<file path="src/rtl/phy_rx_unstripe.sv">
// Receive un-striper: locks on COM framing symbols and rebuilds 4-byte words across four lanes.
// Optional PHY_RX_ERRCNT_EN adds a saturating alignment-error counter output err_count.
module phy_rx_unstripe #(
    parameter logic [7:0] COM_SYM = 8'hBC,
    parameter int         GAP_MAX = 16
) (
    input  logic       clk,
    input  logic       reset_L,
    input  logic [7:0] data_in,
    input  logic       valid_in,
    output logic [7:0] Out0,
    output logic [7:0] Out1,
    output logic [7:0] Out2,
    output logic [7:0] Out3,
    output logic       valid0,
    output logic       valid1,
    output logic       valid2,
    output logic       valid3,
    output logic       locked,
`ifdef PHY_RX_ERRCNT_EN
    output logic [7:0] err_count,
`endif
    output logic       align_err
);

    // state     | meaning
    // ST_SEARCH | hunting for a COM symbol; data bytes ignored
    // ST_LOCKED | framed; bytes striped round-robin into lanes 0..3

    localparam int GW = $clog2(GAP_MAX + 1);
    localparam logic [GW-1:0] GAP_LAST = GW'(GAP_MAX - 1);
    localparam logic [GW-1:0] GAP_SAT  = GW'(GAP_MAX);

    typedef enum logic {ST_SEARCH = 1'b0, ST_LOCKED = 1'b1} state_t;

    state_t        r_state;
    logic [1:0]    r_idx;
    logic [GW-1:0] r_gap_cnt;
    logic [7:0]    r_lane0, r_lane1, r_lane2;
    logic [7:0]    r_out0, r_out1, r_out2, r_out3;
    logic          r_valid;
    logic          r_align_err;

    state_t        w_state_nxt;
    logic [1:0]    w_idx_nxt;
    logic [GW-1:0] w_gap_nxt;
    logic          w_is_com;
    logic          w_word_done;
    logic          w_err;
    logic          w_lane_we;

    always_comb begin
        w_state_nxt = r_state;
        w_idx_nxt   = r_idx;
        w_gap_nxt   = r_gap_cnt;
        w_word_done = 1'b0;
        w_err       = 1'b0;
        w_lane_we   = 1'b0;
        w_is_com    = (data_in == COM_SYM);
        if (r_state == ST_SEARCH) begin
            if (valid_in) begin
                w_gap_nxt = '0;
                if (w_is_com) begin
                    w_state_nxt = ST_LOCKED;
                    w_idx_nxt   = 2'd0;
                end
            end
        end else if (valid_in) begin
            w_gap_nxt = '0;
            if (w_is_com) begin
                // COM at a word boundary is a benign re-alignment
                w_err     = (r_idx != 2'd0);
                w_idx_nxt = 2'd0;
            end else begin
                w_lane_we   = 1'b1;
                w_word_done = (r_idx == 2'd3);
                w_idx_nxt   = r_idx + 2'd1;
            end
        end else if (r_gap_cnt >= GAP_LAST) begin
            w_state_nxt = ST_SEARCH;
            w_idx_nxt   = 2'd0;
            w_gap_nxt   = GAP_SAT;
            w_err       = 1'b1;
        end else begin
            w_gap_nxt = r_gap_cnt + GW'(1);
        end
    end

    always_ff @(posedge clk) begin
        if (!reset_L) begin
            r_state     <= ST_SEARCH;
            r_idx       <= 2'd0;
            r_gap_cnt   <= '0;
            r_lane0     <= 8'h00;
            r_lane1     <= 8'h00;
            r_lane2     <= 8'h00;
            r_out0      <= 8'h00;
            r_out1      <= 8'h00;
            r_out2      <= 8'h00;
            r_out3      <= 8'h00;
            r_valid     <= 1'b0;
            r_align_err <= 1'b0;
        end else begin
            r_state     <= w_state_nxt;
            r_idx       <= w_idx_nxt;
            r_gap_cnt   <= w_gap_nxt;
            r_valid     <= w_word_done;
            r_align_err <= w_err;
            if (w_lane_we) begin
                case (r_idx)
                    2'd0:    r_lane0 <= data_in;
                    2'd1:    r_lane1 <= data_in;
                    2'd2:    r_lane2 <= data_in;
                    default: ;
                endcase
            end
            if (w_word_done) begin
                r_out0 <= r_lane0;
                r_out1 <= r_lane1;
                r_out2 <= r_lane2;
                r_out3 <= data_in;
            end
        end
    end

`ifdef PHY_RX_ERRCNT_EN
    logic [7:0] r_err_count;
    always_ff @(posedge clk) begin
        if (!reset_L) begin
            r_err_count <= 8'h00;
        end else if (w_err && (r_err_count != 8'hFF)) begin
            r_err_count <= r_err_count + 8'd1;
        end
    end
    assign err_count = r_err_count;
`endif

    assign Out0      = r_out0;
    assign Out1      = r_out1;
    assign Out2      = r_out2;
    assign Out3      = r_out3;
    assign valid0    = r_valid;
    assign valid1    = r_valid;
    assign valid2    = r_valid;
    assign valid3    = r_valid;
    assign locked    = (r_state == ST_LOCKED);
    assign align_err = r_align_err;

endmodule

</file>
<file path="config.mk">
export PLATFORM = sky130hd
export DESIGN_NAME = phy_rx_unstripe
export DESIGN_NICKNAME = d
export VERILOG_FILES = /design/src/rtl/phy_rx_unstripe.sv
export SDC_FILE = /design/constraint.sdc
export NUM_CORES = 1
export LEC_CHECK = 0
export ABC_AREA = 0
export BUFFER_PORTS_ARGS = -buffer_cell sky130_fd_sc_hd__buf_4
export CORE_ASPECT_RATIO = 1.75
export CORE_MARGIN = 5
export CORE_UTILIZATION = 55
export CTS_BUF_LIST = sky130_fd_sc_hd__clkbuf_8
export CTS_CLUSTER_DIAMETER = 60
export DETAILED_ROUTE_END_ITERATION = 6
export GPL_ROUTABILITY_DRIVEN = 0
export HOLD_SLACK_MARGIN = 0.08
export PLACE_DENSITY = 0.79
export SETUP_SLACK_MARGIN = 0.15
export SLEW_MARGIN = 20
export SYNTH_ARGS = -nofsm -noshare
export SYNTH_HDL_FRONTEND = slang
export SYNTH_SLANG_ARGS = --single-unit
</file>
<file path="constraint.sdc">
create_clock -name clk -period 2.7 [get_ports clk]
set_clock_uncertainty 0.05 [all_clocks]
set_input_delay 0.135 -clock clk [delete_from_list [all_inputs] [get_ports clk]]
set_output_delay 0.135 -clock clk [all_outputs]
set_load 0.01 [all_outputs]
</file>
==> run_results.csv <==
group,metric,value,unit
outcome,outcome,"finished clean",
synthesis,synth.avg_cell_area,10.3,um2
final_layout,drive_gt1_frac,0.232,
timing,worst_slew_pin_slew,0.692,ns
setup_path,crit_type,"flip-flop to flip-flop",
setup_path,reg2reg_slack,0.64,ns
power,switching_share,0.226,
timing,slew_headroom,0.538,
setup_path,endpoint,"r_gap_cnt[2]$_SDFFE_PN0P_",
synthesis,synth-simple-area-share,0.162,
clock_network,clk_latency,0.33,ns
hold_path,min_path_type,"primary input to flip-flop",
final_layout,nNetsFinal,326,
final_layout,mostFrequentLayoutCell,"nand2_1",
setup_path,crit_start,"r_gap_cnt[0]$_SDFFE_PN0P_",
setup_path,worst-path-max-fanout,4,
drt,wl,5420,um
drt,post-route-drc-count,0,
drt,first_pass_iters,4,
timing,report.final.hold_viol_count,0,
setup_path,crit_chain,"ha_1, and3_1, ha_1, or3b_2, or3b_1, a31oi_1",
final_layout,fillCellCount,396,
clock_network,cts_num_sinks,66,
die,core_area,4890,um2
die,die_w,63.1,um
setup_path,cp_common_cell,"ha_1",
synthesis,yosys_warnings,0,
timing,hold_ws,0.105,ns
setup_path,crit_required,2.91,ns
synthesis,synth-compound-area-share,0.0645,
placement,hpwl,3820,um
setup_path,critPathSlowestCell,"or3b_2",
final_layout,area_growth,19.5,%
power,pwr-share-seq,0.534,
synthesis,ys_seq_area_frac,0.487,
grt,grt_pass1_vias,1990,
die,initial_utilization,0.555,
grt,grt_usage,0.182,
synthesis,syn_inst,264,
placement,dp_cells,352,
power,power.density,562,nW/um2
setup_path,end_kind,"flip-flop",
setup_path,worst_path_largest_cell_delay,0.47,ns
power,combPwrFrac,0.030,
grt,grt.overflow.total,0,
placement,io_buffers,48,
synthesis,synth_nets,281,
power,vdd_drop_max,453,uV
final_layout,layout_common_cells,"68 x nand2_1, 66 x dfxtp_1, 56 x mux2i_1, 51 x buf_4, 9 x clkbuf_8",
drt,vias,2014,
synthesis,synth_area,2720,um2
synthesis,synth_top_family_by_area,"multiplexers",
setup_path,start_kind,"flip-flop",
synthesis,synth_seq_cells,66,
timing,max_clock_freq,0.485,GHz
grt,grt_pass1_wl,9340,um
setup_path,cp_num_cells,6,
synthesis,netlist.area_leader.share,0.487,
timing,rsz0062_at_grt,"false",
run,max_cap_viol_count,0,
setup_path,reg2reg_depth,6,
die,die_area,6500,um2
clock_network,clock-root-buffer,"clkbuf_8",
die,rows,34,
synthesis,synth-adder-area-share,0.0276,
setup_path,reg2reg_to,"r_gap_cnt[2]$_SDFFE_PN0P_",
setup_path,cpLargestDelayFamily,"simple AND/OR/NAND/NOR gates",
clock_network,cts_tree,"built",
timing,setup_viol,0,
die,die_height,103,um
setup_path,reg2reg_from,"r_gap_cnt[0]$_SDFFE_PN0P_",
timing,fin_tns_setup,0,ns
power,intPower,0.00141,W
power,leakagePower,1.57,nW
synthesis,synth.distinct_cells,37,
setup_path,critPathArrivalTime,2.27,ns
final_layout,stdcell_count,368,
setup_path,path_buf_inv,0,
drt,vias_per_cell,5.47,
clock_network,path_clk_slew,0.07,ns
power,switchingPower,0.000412,W
clock_network,cts_made_buffers,9,
clock_network,cts_resized,0,
hold_path,hold_path_startpoint,"data_in[7]",
timing,period_share,0.764,
clock_network,clockBufferDepth,2,
timing,drv_slew,0,
die,ios,49,
synthesis,synth_area_leader_cell,"dfxtp_1",
synthesis,synth.area.top_cells,"dfxtp_1 49%, mux2i_1 21%, nand2_1 9.4%",
clock_network,ctsHoldBuffers,0,
timing,post-route-min-period,2.06,ns
drt,ant_nets,0,
synthesis,synth.area.mux_share,0.211,
power,clkPwrFrac,0.436,
clock_network,cts_setup_buffers,0,
drt,drtIter0Drc,93,
synthesis,synth-xor-area-share,0,
drt,wl_per_cell,14.7,um
grt,grt_max_degree,70,
clock_network,cts-htree-levels,3,
grt,antenna_found_initial,0,
final_layout,diodes,0,
[Yosys cell counts]
master      n
or4_1       1
o2111ai_4   3
a21oi_2     1
a31oi_1     2
mux2_2      1
nor3_1      1
o21ai_0     1
a221o_1     1
nand4b_1    1
nor4b_1     1
a21oi_1     3
and4b_1     1
a21o_1      1
o32ai_1     1
ha_1        6
inv_1       5
o211ai_1    1
mux2i_1    56
buf_1       1
or3_1       1
nand4_1     3
clkbuf_1    9
and3_1      1
nand2b_1    4
and4_1      2
or4b_1      1
or3b_1      1
buf_4       4
or3b_2      1
nor2_1      4
nand2_1    68
buf_8       3
o31ai_1     2
dfxtp_1    66
nand3_1     4
o22ai_1     1
and3b_1     1
[logic make-up (layout without fill, tap and decap cells)]
family | after synthesis | after routing
adders and majority gates | 6 | 6
AOI/OAI and AO/OA | 17 | 17
muxes | 57 | 57
buffers and inverters | 22 | 72
and+or+nand+nor | 96 | 96
DFF | 66 | 66
[power by group through the flow]
stage / clock network [W] / registers [W] / logic [W]
floorplan: 0 / 0.000996 / 0.0000312
global placement: 0 / 0.000996 / 0.0000548
detailed placement: 0 / 0.000996 / 0.0000549
CTS: 0.000812 / 0.000974 / 0.0000551
global route: 0.000863 / 0.000973 / 0.0000605
finish: 0.000795 / 0.000974 / 0.0000548
[per-stage QoR]
stage / util / cell area, um2 / setup WS (ns) / power [W]
finish: 0.663 / 3250 / 0.638 / 0.00182
global route: 0.663 / 3250 / 0.536 / 0.00190
CTS: 0.663 / 3250 / 0.636 / 0.00184
detailed placement: 0.624 / 3050 / 0.639 / 0.00105
global placement: 0.624 / 3050 / 0.697 / 0.00105
floorplan: - / 2720 / 0.741 / 0.00103
[cell type report]
type | instances | area, um2 | share of cell area
Sequential cell | 66 | 1320 | 0.407
Tap cell | 54 | 67.6 | 0.0208
Timing Repair Buffer | 51 | 383 | 0.118
Clock buffer | 9 | 124 | 0.0382
Multi-Input combinational cell | 176 | 1260 | 0.389
Clock inverter | 7 | 68.8 | 0.0212
Inverter | 5 | 18.8 | 0.00578
[worst min-delay path by stage]
stage / cells past startpoint / endpoint
CTS: 3 / r_lane2[7]$_SDFFE_PN0P_
global route: 3 / align_err$_SDFF_PN0_
floorplan: 2 / valid0$_SDFF_PN0_
detailed placement: 2 / Out1[4]$_SDFFE_PN0P_
global placement: 2 / Out1[6]$_SDFFE_PN0P_
finish: 3 / r_lane2[7]$_SDFFE_PN0P_
[metal layers]
metal,vias up,global-route usage,routed length (um)
met4,0,0.0915,125
met1,950,0.218,2280
li1,1003,-,-
met5,-,0,0
met3,10,0.0622,276
met2,51,0.291,2740
[worst min-delay path: stages]
cell	delay, ns
buf_4	0.09
nand2_1	0.09
mux2i_1	0.13
[state kept, by name, indices dropped and copies added, names as in the netlist]
| register | count |
|---|---|
| valid0 | 1 |
| Out0 | 8 |
| Out2 | 8 |
| r_idx | 2 |
| locked | 1 |
| Out3 | 8 |
| r_lane2 | 8 |
| r_lane1 | 8 |
| align_err | 1 |
| r_lane0 | 8 |
| r_gap_cnt | 5 |
| Out1 | 8 |
No activity file was read; power rests on OpenSTA's default activity.
